[src/rtl/sm83_irq_sequencer.sv]
// SM83 interrupt/HALT controller. Tracks IME and HALT state and runs the
// interrupt dispatch (wait, push PCH, push PCL, jump) alongside the M-cycle sequencer.
module sm83_irq_sequencer #(
  parameter int         NUM_IRQ    = 5,
  parameter logic [7:0] VEC_BASE   = 8'h40,
  parameter logic [7:0] VEC_STRIDE = 8'h08,
  parameter int         WAIT_MCYC  = 2
) (
  input  logic               clk,
  input  logic               reset,
  input  logic               t4,
  input  logic               fetch_done,
  input  logic [NUM_IRQ-1:0] if_in,
  input  logic [NUM_IRQ-1:0] ie_in,
  input  logic               ime_set,
  input  logic               ime_set_now,
  input  logic               ime_clr,
  input  logic               halt,
  output logic               ime,
  output logic               halted,
  output logic               disp_active,
  output logic [2:0]         disp_state,
  output logic               wr_pch,
  output logic               wr_pcl,
  output logic               load_vec,
  output logic [7:0]         vector,
  output logic [NUM_IRQ-1:0] irq_ack,
  output logic               set_m1
);

  localparam int IDX_W = (NUM_IRQ > 1) ? $clog2(NUM_IRQ) : 1;
  localparam int CNT_W = (WAIT_MCYC > 1) ? $clog2(WAIT_MCYC) : 1;
  localparam logic [CNT_W-1:0] CNT_LAST = CNT_W'(WAIT_MCYC - 1);

  typedef enum logic [2:0] {
    ST_IDLE    = 3'd0,
    ST_HALTED  = 3'd1,
    ST_WAIT    = 3'd2,
    ST_PUSH_HI = 3'd3,
    ST_PUSH_LO = 3'd4,
    ST_JUMP    = 3'd5
  } state_t;

  // Index 0 is the highest priority, so scan downwards and keep the last hit.
  function automatic logic [IDX_W-1:0] lowest_idx(input logic [NUM_IRQ-1:0] req);
    lowest_idx = {IDX_W{1'b0}};
    for (int i = NUM_IRQ - 1; i >= 0; i--) begin
      if (req[i]) lowest_idx = IDX_W'(i);
    end
  endfunction

  state_t             state_r, state_nxt_s;
  logic [CNT_W-1:0]   cnt_r;
  logic               ime_r, ime_pend_r, halted_r;
  logic               wr_pch_r, wr_pcl_r, load_vec_r, disp_active_r;
  logic [7:0]         vector_r;
  logic [NUM_IRQ-1:0] req_s, ack_s;
  logic               pending_s, ime_eff_s, enter_wait_s, set_m1_s, boundary_s;
  logic [IDX_W-1:0]   sel_s;
  logic [7:0]         sel8_s, vec_calc_s;

  assign req_s      = if_in & ie_in;
  assign pending_s  = |req_s;
  assign ime_eff_s  = ime_r | ime_pend_r;
  assign sel_s      = lowest_idx(req_s);
  assign sel8_s     = 8'(sel_s);
  assign vec_calc_s = VEC_BASE + sel8_s * VEC_STRIDE;
  assign boundary_s = t4 & fetch_done & (state_r == ST_IDLE);

  // Next-state decode; every transition is qualified by the t4 strobe.
  always_comb begin
    state_nxt_s  = state_r;
    enter_wait_s = 1'b0;
    set_m1_s     = 1'b0;
    if (t4) begin
      case (state_r)
        ST_IDLE: begin
          if (fetch_done && ime_eff_s && pending_s) begin
            state_nxt_s  = ST_WAIT;
            enter_wait_s = 1'b1;
          end else if (fetch_done && halt) begin
            state_nxt_s = ST_HALTED;
          end else begin
            state_nxt_s = ST_IDLE;
          end
        end
        ST_HALTED: begin
          if (pending_s && ime_r) begin
            state_nxt_s  = ST_WAIT;
            enter_wait_s = 1'b1;
          end else if (pending_s) begin
            state_nxt_s = ST_IDLE;
            set_m1_s    = 1'b1;
          end else begin
            state_nxt_s = ST_HALTED;
          end
        end
        ST_WAIT: begin
          if (cnt_r == CNT_LAST) state_nxt_s = ST_PUSH_HI;
          else                   state_nxt_s = ST_WAIT;
        end
        ST_PUSH_HI: state_nxt_s = ST_PUSH_LO;
        ST_PUSH_LO: state_nxt_s = ST_JUMP;
        ST_JUMP: begin
          state_nxt_s = ST_IDLE;
          set_m1_s    = 1'b1;
        end
        default: state_nxt_s = ST_IDLE;
      endcase
    end else begin
      state_nxt_s = state_r;
    end
  end

  // Acknowledge and restart pulses coincide with t4 and are suppressed under reset.
  always_comb begin
    ack_s   = {NUM_IRQ{1'b0}};
    set_m1  = 1'b0;
    irq_ack = {NUM_IRQ{1'b0}};
    if (pending_s) ack_s = NUM_IRQ'(1'b1) << sel_s;
    else           ack_s = {NUM_IRQ{1'b0}};
    if (!reset) begin
      set_m1 = set_m1_s;
      if (t4 && state_r == ST_PUSH_HI) irq_ack = ack_s;
      else                             irq_ack = {NUM_IRQ{1'b0}};
    end else begin
      set_m1  = 1'b0;
      irq_ack = {NUM_IRQ{1'b0}};
    end
  end

  // State, wait counter, IME bookkeeping and registered M-cycle strobes.
  always_ff @(posedge clk) begin
    if (reset) begin
      state_r       <= ST_IDLE;
      cnt_r         <= {CNT_W{1'b0}};
      ime_r         <= 1'b0;
      ime_pend_r    <= 1'b0;
      halted_r      <= 1'b0;
      vector_r      <= 8'h00;
      wr_pch_r      <= 1'b0;
      wr_pcl_r      <= 1'b0;
      load_vec_r    <= 1'b0;
      disp_active_r <= 1'b0;
    end else begin
      state_r       <= state_nxt_s;
      halted_r      <= (state_nxt_s == ST_HALTED);
      wr_pch_r      <= (state_nxt_s == ST_PUSH_HI);
      wr_pcl_r      <= (state_nxt_s == ST_PUSH_LO);
      load_vec_r    <= (state_nxt_s == ST_JUMP);
      disp_active_r <= (state_nxt_s == ST_WAIT) || (state_nxt_s == ST_PUSH_HI) ||
                       (state_nxt_s == ST_PUSH_LO) || (state_nxt_s == ST_JUMP);
      if (enter_wait_s)                    cnt_r <= {CNT_W{1'b0}};
      else if (t4 && state_r == ST_WAIT)   cnt_r <= cnt_r + CNT_W'(1);
      if (t4 && state_r == ST_PUSH_HI)     vector_r <= pending_s ? vec_calc_s : 8'h00;
      if (t4) begin
        if (ime_clr || enter_wait_s) begin
          ime_r      <= 1'b0;
          ime_pend_r <= 1'b0;
        end else begin
          // EI takes effect one instruction late: the pending flag promotes at the next boundary.
          if (ime_set_now || (boundary_s && ime_pend_r)) ime_r <= 1'b1;
          if (boundary_s) ime_pend_r <= ime_set;
        end
      end
    end
  end

  assign ime         = ime_r;
  assign halted      = halted_r;
  assign disp_active = disp_active_r;
  assign disp_state  = state_r;
  assign wr_pch      = wr_pch_r;
  assign wr_pcl      = wr_pcl_r;
  assign load_vec    = load_vec_r;
  assign vector      = vector_r;

endmodule

[config.mk]
export PLATFORM = sky130hd
export DESIGN_NAME = sm83_irq_sequencer
export DESIGN_NICKNAME = d
export VERILOG_FILES = /design/src/rtl/sm83_irq_sequencer.sv
export SDC_FILE = /design/constraint.sdc
export NUM_CORES = 1
export LEC_CHECK = 0
export ABC_AREA = 1
export CORE_MARGIN = 2
export CORE_UTILIZATION = 43
export DETAILED_ROUTE_END_ITERATION = 10
export PLACE_DENSITY = 0.94
export SLEW_MARGIN = 0
export SYNTH_ARGS = -nofsm -noshare
export SYNTH_HDL_FRONTEND = slang
export SYNTH_SLANG_ARGS = --single-unit
[constraint.sdc]
create_clock -name clk -period 4 [get_ports clk]
set_input_delay 1 -clock clk [delete_from_list [all_inputs] [get_ports clk]]
set_output_delay 1 -clock clk [all_outputs]
set_load 0.1 [all_outputs]
After elaboration in Yosys (flattened, before gate mapping) --
Cells that the tools add are included. Widths: inputs -> output; s select.
Word-level totals: bits in registers 19, bits in latches 0, bits in writable memories 0, ROM bits 0, input bits 18, logic and storage cells 75, memories kept 0
Operators by class: add/sub/neg operators 2, $mul 0, divide/modulo/power cells 0, $lt $le $gt $ge 0, equal/unequal tests 10, shift-type cells 1, muxes and demuxes 29, bitwise gates (word level) 4, reduce and logical (&&, ||, !) cells 19
Operator list (number):
- $mux 3 | 6
- $mux 5 | 3
- $pmux 3 s5 | 1
- $mux 1 | 14
- $eq 3x2->1 const B | 4
- $eq 3x3->1 const B | 4
- $add 7x6->8 const A | 1
- $mux 8 | 1
- $logic_and 1x1->1 | 7
- $eq 3x1->1 const B | 2
- $and 5x5->5 | 1
- $logic_or 1x1->1 | 5
- $reduce_or 5->1 | 1
- $shl 1x3->5 const A | 1
- $mux 2 | 2
- $pmux 1 s2 | 2
- $reduce_and 2->1 | 2
- $reduce_bool 2->1 | 2
- $logic_not 3->1 | 1
- $and 1x1->1 | 2
- $reduce_or 2->1 | 1
- $add 1x1->1 const B | 1
- $or 1x1->1 | 1

Logic depth before layout (Yosys ltp) --
word-level depth 10, gate-level depth with buffers 11

Least setup slack after synthesis --
No wires, ideal clock.
path kind input-to-output, start in if_in[1], end out set_m1, data arrival time 3.471 ns, setup slack -0.471 ns, stages on the path 6, buffers on the path 0, cells stage by stage nand2_1 -> nand2_2 -> nor2_2 -> nand2_1 -> a21oi_1 -> nor3_1
Between the ends: word-level cells in the longest chain between the ends 7, elaborated cells on any way between the ends 8, classes of those cells mux (5); bitwise (1); reduce/logical (2)
RTL lines:
- start: declaration | line 13 | input logic [NUM_IRQ-1:0] if_in,
- $and 5x5->5 * | line 62 | assign req_s = if_in & ie_in;
- $reduce_or 5->1 * | line 63 | assign pending_s = |req_s;
- $mux 1 / $logic_and 1x1->1 (equally long branches) | line 91, 88
- $mux 1 * | line 88 | if (pending_s && ime_r) begin
- $pmux 1 s2 * | line 76 | case (state_r)
- $mux 1 * | line 75 | if (t4) begin
- $mux 1 * | line 122 | if (!reset) begin
- end: declaration | line 28 | output logic set_m1
Mark *: on every way between the ends. The rest lies on a longest branch, timed or not.

Final worst setup path --
start in t4, end out irq_ack[3]
Between the ends: word-level cells in the longest chain between the ends 3
RTL lines:
- start: declaration | line 11 | input logic t4,
- $logic_and 1x1->1 | line 124 | if (t4 && state_r == ST_PUSH_HI) irq_ack = ack_s;
- $mux 5 | line 124
- $mux 5 | line 122
- end: declaration | line 27 | output logic [NUM_IRQ-1:0] irq_ack,
No other way between the ends.

==> impl_metrics.env <==
export IMPL_synth_ff_type="dfxtp_1"
export IMPL_antenna_cells=0
export IMPL_synth_top_cell_area_share=0.347
export IMPL_rows=16
export IMPL_first_pass_iters=4
export IMPL_drv_slew=0
export IMPL_ys_seq_area_frac=0.347
export IMPL_crit_path_end_kind="output pin"
export IMPL_grt_pass1_vias=839
export IMPL_port_buffers=36
export IMPL_yosysTopAreaCell="dfxtp_1"
export IMPL_cts_buffers=3
export IMPL_hold_viol=0
export IMPL_max_clock_freq_mhz=281
export IMPL_comb_power_share=0.281
export IMPL_overflow=0
export IMPL_totalPowerFinal_uw=335
export IMPL_routed_wl_um=2120
export IMPL_clkPwrFrac=0.253
export IMPL_yosys_warnings=0
export IMPL_hpwl_um=1800
export IMPL_instances_no_fill=189
export IMPL_start_kind="primary input"
export IMPL_drc=0
export IMPL_drive_gt1_frac=0.173
export IMPL_async_reset_ff_frac=0
export IMPL_rsz0062_at_grt="false"
export IMPL_synth_cells=124
export IMPL_skew_ns=0.00132
export IMPL_grt_first_pass_wirelength_um=3540
export IMPL_tns_ns=0
export IMPL_io_pins=41
export IMPL_synth_cell_type_count=25
export IMPL_cts_resized_gates=0
export IMPL_synthTopCellsByArea="dfxtp_1 (35%), nand2_1 (12%), inv_1 (8.2%)"
export IMPL_ant_nets=0
export IMPL_post_cts_setup_buffers=0
export IMPL_arrival_ns=2.56
export IMPL_critical_path_class="in2out"
export IMPL_via_per_inst=4.73
export IMPL_syn2layout_area_growth_pct=53.1
export IMPL_start_util=0.450
export IMPL_dp_cells=185
export IMPL_status="completed"
export IMPL_antenna_found_initial=0
export IMPL_r2r_start="disp_state[1]"
export IMPL_die_w_um=48.8
export IMPL_dieArea_um2=2390
export IMPL_drv_cap=0
export IMPL_pwr_density_cell_nw_per_um2=253
export IMPL_root_buffer="clkbuf_4"
export IMPL_htree_levels=1
export IMPL_cp_max_fo=9
export IMPL_synth_edf_count=0
export IMPL_worstMarginPinSlew_ns=0.977
export IMPL_critPathSlowestCell="clkdlybuf4s50_1"
export IMPL_grt_use_total=0.190
export IMPL_finalSetupViolations=0
export IMPL_period_minus_slack_ns=3.56
export IMPL_crit_buf_inv=2
export IMPL_crit_top_cell="nor2_1"
export IMPL_r2r_slack_ns=2.55
export IMPL_p_sw_frac=0.345
export IMPL_p_leak_nw=0.577
export IMPL_postSynthAreaPerCell_um2=6.97
export IMPL_wl_per_cell_um=11.2
export IMPL_die_y_um=48.8
export IMPL_netlist_area_um2=865
export IMPL_critPathLaunch="t4"
export IMPL_cts_tree="built"
export IMPL_slew_headroom=0.347
export IMPL_crit_chain="clkdlybuf4s50_1 -> nand2_1 -> nor2_1 -> nand3_1 -> nor2_1 -> buf_12"
export IMPL_grt_max_degree=10
export IMPL_critical_path_top_delay_family="buffers and inverters"
export IMPL_drt_initial_drc_count=12
export IMPL_seq_power_share=0.466
export IMPL_hold_class="reg2reg"
export IMPL_clk_insertion_delay_late_ns=0.27
export IMPL_nets=181
export IMPL_cts_buffer_depth=2
export IMPL_period_share=0.889
export IMPL_p_switching_uw=116
export IMPL_gp_congestion=0.802
export IMPL_cts_sinks=15
export IMPL_ys_seq_elements=15
export IMPL_slowest_delay_ns=0.66
export IMPL_clk_pin_slew_ns=0.09
export IMPL_cts_hold_buf=0
export IMPL_vias=894
export IMPL_peakVddDrop_v=0.000248
export IMPL_hp_start="vector[6]"
export IMPL_core_area_um2=1920
export IMPL_power_internal_uw=219
export IMPL_cp_required_ns=3.00
[cell type report]
type / instances / area (um^2)
Clock inverter: 1 / 5.00
Multi-Input combinational cell: 86 / 459
Sequential cell: 15 / 300
Tap cell: 27 / 33.8
Inverter: 20 / 75.1
Fill cell: 161 / 598
Clock buffer: 3 / 22.5
Timing Repair Buffer: 37 / 428
[final timing paths]
| check | to | depth (start not counted) |
|---|---|---|
| hold / removal | vector[6] | 2 |
| setup reg to reg | disp_active | 9 |
| hold reg to reg | vector[6] | 2 |
| setup / recovery | irq_ack[3] | 6 |
[cell usage after synthesis, types with 2 or more instances]
| master | n |
|---|---|
| nand4_1 | 2 |
| nor2_1 | 15 |
| nand2_1 | 27 |
| nand3_1 | 7 |
| buf_4 | 4 |
| nor2_4 | 2 |
| nand2_2 | 5 |
| nand3_2 | 3 |
| inv_1 | 19 |
| dfxtp_1 | 15 |
| a21oi_1 | 8 |
| o21ai_0 | 4 |
[cell families (layout without fill, tap and decap cells)]
family / Yosys count / in the layout / share of synthesized area
compound gates: 17 / 17 / 0.124
simple gates: 64 / 64 / 0.372
other cells: 1 / 4 / 0.00434
mux: 1 / 1 / 0.0116
buf+inv: 26 / 61 / 0.140
flops: 15 / 15 / 0.347
[power groups by stage]
stage	Sequential, mW	Clock (mW)	Combinational, mW
3_5_place_dp	0.159	0	0.0939
5_1_grt	0.157	0.0971	0.100
2_1_floorplan	0.178	0	0.0503
3_3_place_gp	0.159	0	0.0921
4_1_cts	0.156	0.0868	0.0941
6_report	0.156	0.0849	0.0941
[layer usage]
metal	share of wire	global-route usage
met2	0.52	0.349
met1	0.40	0.197
met5	0	0
met4	0.014	0.0714
met3	0.069	0.0644
[stage by stage]
step	utilization	instance area (um^2)	worst slack [ns]	hold slack [ns]
after floorplan	-	881	0.122	0.446
after global placement	0.674	1300	0.528	0.456
after detailed placement	0.674	1300	0.460	0.463
after CTS	0.689	1320	0.460	0.477
after global routing	0.689	1320	0.334	0.508
final	0.689	1320	0.443	0.480
[cells in the final DEF, fill, tap and decap left out, drive strengths merged, types with 2 or more instances in the layout]
master / n
nand2: 32
clkdlybuf4s50: 30
inv: 20
nor2: 18
dfxtp: 15
nand3: 10
a21oi: 9
buf: 7
o21ai: 5
conb: 4
clkbuf: 3
nand4: 2
[registers in the layout, indices dropped and copies added (netlist names)]
signal and cells:
vector 4, disp_state 3, cnt_r 1, disp_active 1, halted 1, ime 1, ime_pend_r 1, load_vec 1
wr_pch 1, wr_pcl 1
[worst register-to-register path, delay by kind of cell (launching register included)]
| kind | cells | cell delay (ns) |
|---|---|---|
| buffers and inverters | 1 | 0.11 |
| DFF | 1 | 0.41 |
| and+or+nand+nor | 6 | 0.63 |
| AOI/OAI and AO/OA | 2 | 0.21 |
No activity file was read; power rests on OpenSTA's default activity.
==> RTL change 1 (config.mk and constraints unchanged) <==
Make the reset (`reset`) asynchronous in one clocked block.
--- a/src/rtl/sm83_irq_sequencer.sv
+++ b/src/rtl/sm83_irq_sequencer.sv
@@ -130,7 +130,7 @@
   end
 
   // State, wait counter, IME bookkeeping and registered M-cycle strobes.
-  always_ff @(posedge clk) begin
+  always_ff @(posedge clk or posedge reset) begin
     if (reset) begin
       state_r       <= ST_IDLE;
       cnt_r         <= {CNT_W{1'b0}};
Formal check against the unedited RTL: differs if reset is asserted again (counterexample within 4 cycles, from zero or initial values and one cycle with reset high); with reset held inactive, the same outputs for 10 cycles.
==> RTL change 1 against the original RTL <==
Via count decreased by 1.1%. Area after synthesis increased by 3.0%. Setup slack got worse by 26 ps. Wire length decreased by 0.57%. Sequential cell count unchanged. Cell area increased by 3.0%.
Power is left out: it rests on default switching activity, and per cell area and clock period it moved more than threefold.
==> RTL change 1: results (changes against the original RTL) <==
status=completed; final clock skew=2.38 ps (+1.06 ps); htree depth=1 (unchanged); DR WL met3=122 um (-17%); largest net degree at the start of global routing=16 (+6); TritonCTS buffer count=3 (unchanged); Worst-Margin Slew=984 ps (+6.94 ps); DRT Pass-1 Iters=4 (unchanged); postcts setup bufs=0 (unchanged); nets@finish=174 (-3.9%); DRT Wirelength=2110 um (-0.57%); detailed-placement wirelength estimate=1750 um (-2.7%); Placed Area=1340 sq um (+3.1%); Peak Freq=279 MHz (-0.73%); share of cells above drive strength 1=0.200 (+0.0272); vias in the first global route=863 (+2.9%); Slowest-stage cell, CP=clkdlybuf4s50_1; GP Congestion=0.845 (+5.3%); Iteration-0 DRC Markers=13 (+1); worst-path maximum fanout=6 (-3); via count=884 (-1.1%); Fill cells=166 (+3.1%); later-pin clock latency in the skew report=290 ps (+20 ps); critical path arrival=2580 ps (+20 ps); top cells by area, synth=dfrtp_1 42%, nand2_1 13%, inv_1 5.1%, nand2_2 4.9%, nor2_1 4.6%; first-pass GRT wire length=3720 um (+5.1%); Post-Place Setup Slack=429 ps (-30.7 ps); GRT Util Overall=0.194 (+0.00433); synth unique cells=23 (-8.0%); wire length on met1=803 um (-5.0%); sequential element share of the synthesized area=0.421 (+0.0740); synth cell count leaders=30 x nand2_1, 15 x dfrtp_1, 12 x inv_1, 11 x nor2_1; initial antenna violation count=0 (unchanged); Max stage delay on crit path=500 ps (-160 ps); asr flop ratio synth=1.00 (+1.00); metal2 WL=1150 um (+5.2%)
-- RTL change 1: cell count changes after synthesis, sizes merged, moves of 2 or more --
cell / unedited run / this run
a21oi: 9 / 7
dfxtp: 15 / 0
nor2: 18 / 14
inv: 20 / 16
o21ai: 5 / 2
nor3: 1 / 4
a31oi: 0 / 3
nand3: 10 / 7
nand2: 32 / 37
dfrtp: 0 / 15
-- RTL change 1: cell type report --
type,instances,share of cell area
Clock buffer,3,0.0165
Timing Repair Buffer,37,0.314
Tap cell,27,0.0248
Clock inverter,1,0.00367
Inverter,16,0.0459
Sequential cell,15,0.275
Multi-Input combinational cell,83,0.320
-- RTL change 1: stage by stage --
step,util,std cells
2_1_floorplan,-,119
6_report,0.695,182
4_1_cts,0.695,182
3_5_place_dp,0.681,178
5_1_grt,0.695,182
3_3_place_gp,0.681,178
-- RTL change 1: worst min-delay path, stage by stage (launching register included) --
cell and delay (ps):
dfrtp_1 360, nand2_1 60, o21ai_0 60
-- RTL change 1: kinds of logic (layout without fill, tap and decap cells) --
logic type | count (synthesis) | in the layout | share of synthesized area
AOI/OAI and AO/OA | 12 | 12 | 0.0716
xor gates and xnor gates | 1 | 1 | 0.00983
buffers and inverters | 21 | 57 | 0.112
DFF | 15 | 15 | 0.421
muxes | 1 | 1 | 0.0112
other | 1 | 4 | 0.00421
and+or+nand+nor | 65 | 65 | 0.369
-- RTL change 1: per-layer routing --
| metal | track usage | up-vias |
|---|---|---|
| met5 | 0 | - |
| met4 | 0.0602 | 0 |
| met3 | 0.0333 | 4 |
| met2 | 0.372 | 39 |
| met1 | 0.217 | 406 |
| li1 | - | 435 |
-- RTL change 1: path summary, 6_finish.rpt --
| check | endpoint | slack [ps] | start | cells after the start |
|---|---|---|---|---|
| setup reg to reg | disp_active | 2550 | disp_state[0] | 10 |
| max in group asynchronous | disp_state[1] | 2450 | reset | 2 |
| hold reg to reg | vector[3] | 510 | vector[3] | 2 |
| setup / recovery | irq_ack[3] | 420 | t4 | 8 |
| min in group asynchronous | vector[3] | 1190 | reset | 2 |
| hold / removal | vector[3] | 510 | vector[3] | 2 |
==> RTL change 2 (same flow settings) <==
Made on the original files. The parameter `WAIT_MCYC` goes from 2 to 4.
--- a/src/rtl/sm83_irq_sequencer.sv
+++ b/src/rtl/sm83_irq_sequencer.sv
@@ -4,7 +4,7 @@
   parameter int         NUM_IRQ    = 5,
   parameter logic [7:0] VEC_BASE   = 8'h40,
   parameter logic [7:0] VEC_STRIDE = 8'h08,
-  parameter int         WAIT_MCYC  = 2
+  parameter int         WAIT_MCYC  = 4
 ) (
   input  logic               clk,
   input  logic               reset,
Check against the original RTL: not equivalent (Yosys sat finds a counterexample within 10 cycles, from zero or initial values and one cycle with reset high).
==> RTL change 2 against the original RTL <==
Power up 10%. Critical path type unchanged. Area after synthesis up 0.29%. Worst hold slack better by 3.1 ps. Sequential cell count increased by 1. Largest power group unchanged. Wire length is 18% higher. First-iteration DRC count grew 58%. Sequential share of layout area rose by 1.2 points. Non-clock buffer count unchanged. Setup slack lost 35 ps. Highest routed layer unchanged. Cell area is 1.3% higher.
==> RTL change 2: results (changes against the original RTL) <==
drt wl/cell=13.2 um (+18%); Via-to-Cell Ratio=4.95 (+4.7%); synth cell count leaders=30 x nand2_1, 19 x nor2_1, 16 x dfxtp_1, 10 x nand3_1, 9 x inv_1; Primary FF master, synth=dfxtp_1; postcts setup bufs=0 (unchanged); Post-synth EDFFs=0 (unchanged); Max stage delay on crit path=510 ps (-150 ps); Iteration-0 DRC Markers=19 (+7); TritonCTS buffer count=3 (unchanged); htree depth=1 (unchanged); R2R Path End=vector[5]; Slowest-stage cell, CP=clkdlybuf4s50_1; sequential element share of the synthesized area=0.369 (+0.0221); DRT Pass-1 Iters=4 (unchanged); nets@finish=183 (+1.1%); Seq. cell area=320 sq um (+6.7%); HP Start=cnt_r[1]; M3 GR Usage=0.0706 (+0.00613); hold path cells=2 (unchanged); Fill cells=160 (-0.62%); asr flop ratio synth=0 (unchanged); clk buf depth=2 (unchanged); GRT met1 Usage=0.227 (+0.0295); GP Congestion=0.876 (+9.2%); detailed-placement wirelength estimate=2050 um (+14%); synth unique cells=24 (-4.0%); cell family with the largest share of critical-path delay=simple AND/OR/NAND/NOR gates; Max VDD drop=0.199 mV (-20%); status=completed; RR Startpoint=disp_state[0]; final clock skew=2.46 ps (+1.14 ps); FF-to-FF path depth=5 (-4); Yosys warning count=0 (unchanged); Placed Area=1310 sq um (+0.68%); share of cells above drive strength 1=0.190 (+0.0173); Hold EP=cnt_r[1]; critical path arrival=2590 ps (+30 ps); Port Buf Inserts=36 (unchanged); core box area=1920 sq um (unchanged); GRT Util Overall=0.228 (+0.0386); largest net degree at the start of global routing=11 (+1); WHS=483 ps (+3.05 ps); met2 Use GR=0.420 (+0.0708); Resized Gates After CTS=0 (unchanged); vias in the first global route=982 (+17%); worst-path maximum fanout=6 (-3); Slew HR=0.342 (-0.00437); first-pass GRT wire length=4160 um (+18%); R2R setup slack=2540 ps (about the same); Lkg Pwr=0.593 nW (+2.9%); top cells by area, synth=dfxtp_1 37%, nand2_1 13%, nor2_1 8.2%, nand3_1 5.8%, nand2_2 5.1%; clk slew on worst S/H paths=90 ps (about the same); clk root buf=clkbuf_4; later-pin clock latency in the skew report=~280 ps
-- RTL change 2: worst max-delay path by stage --
stage | from | to | slack, ps
2_1_floorplan | disp_state[0] | irq_ack[2] | 40
3_3_place_gp | t4 | irq_ack[3] | 610
3_5_place_dp | t4 | irq_ack[3] | 460
4_1_cts | t4 | irq_ack[3] | 430
5_1_grt | t4 | irq_ack[3] | 350
6_report | t4 | irq_ack[3] | 410
-- RTL change 2: per-stage QoR --
stage               cells  setup WS [ps]
global route          190            347
finish                190            407
CTS                   190            432
floorplan             127           43.5
detailed placement    186            458
global placement      186            605
-- RTL change 2: cells by family after synthesis --
| kind of cell | count (synthesis) | share of synthesized area |
|---|---|---|
| compound gates | 10 | 0.0693 |
| simple gates | 75 | 0.420 |
| fa+ha+maj | 1 | 0.0144 |
| xor+xnor | 1 | 0.0101 |
| mux | 1 | 0.0115 |
| buf+inv | 19 | 0.101 |
| other cells | 1 | 0.00432 |
| flops | 16 | 0.369 |
-- RTL change 2: cell type report --
cell class / instances / area share
Inverter: 14 / 0.0392
Timing Repair Buffer: 37 / 0.319
Tap cell: 27 / 0.0252
Clock buffer: 4 / 0.0271
Sequential cell: 16 / 0.239
Multi-Input combinational cell: 92 / 0.351
-- RTL change 2: power by group --
part | switching (mW) | internal (mW) | leakage (nW)
clock network | 0.0503 | 0.0553 | 0.0210
registers | 0.00296 | 0.162 | 0.129
logic | 0.0678 | 0.0307 | 0.443
total | 0.121 | 0.248 | 0.593
-- RTL change 2: metal layers --
layer  vias up  wire length [um]
met5         -                 0
met4         0                73
met3         8                97
met2        28              1350
met1       439               985
li1        466                 -
-- RTL change 2: tightest hold or removal path, delay by kind of cell (launching register included) --
kind	cells	cell delay [ps]
flops	1	330
simple gates	1	70
compound gates	1	50
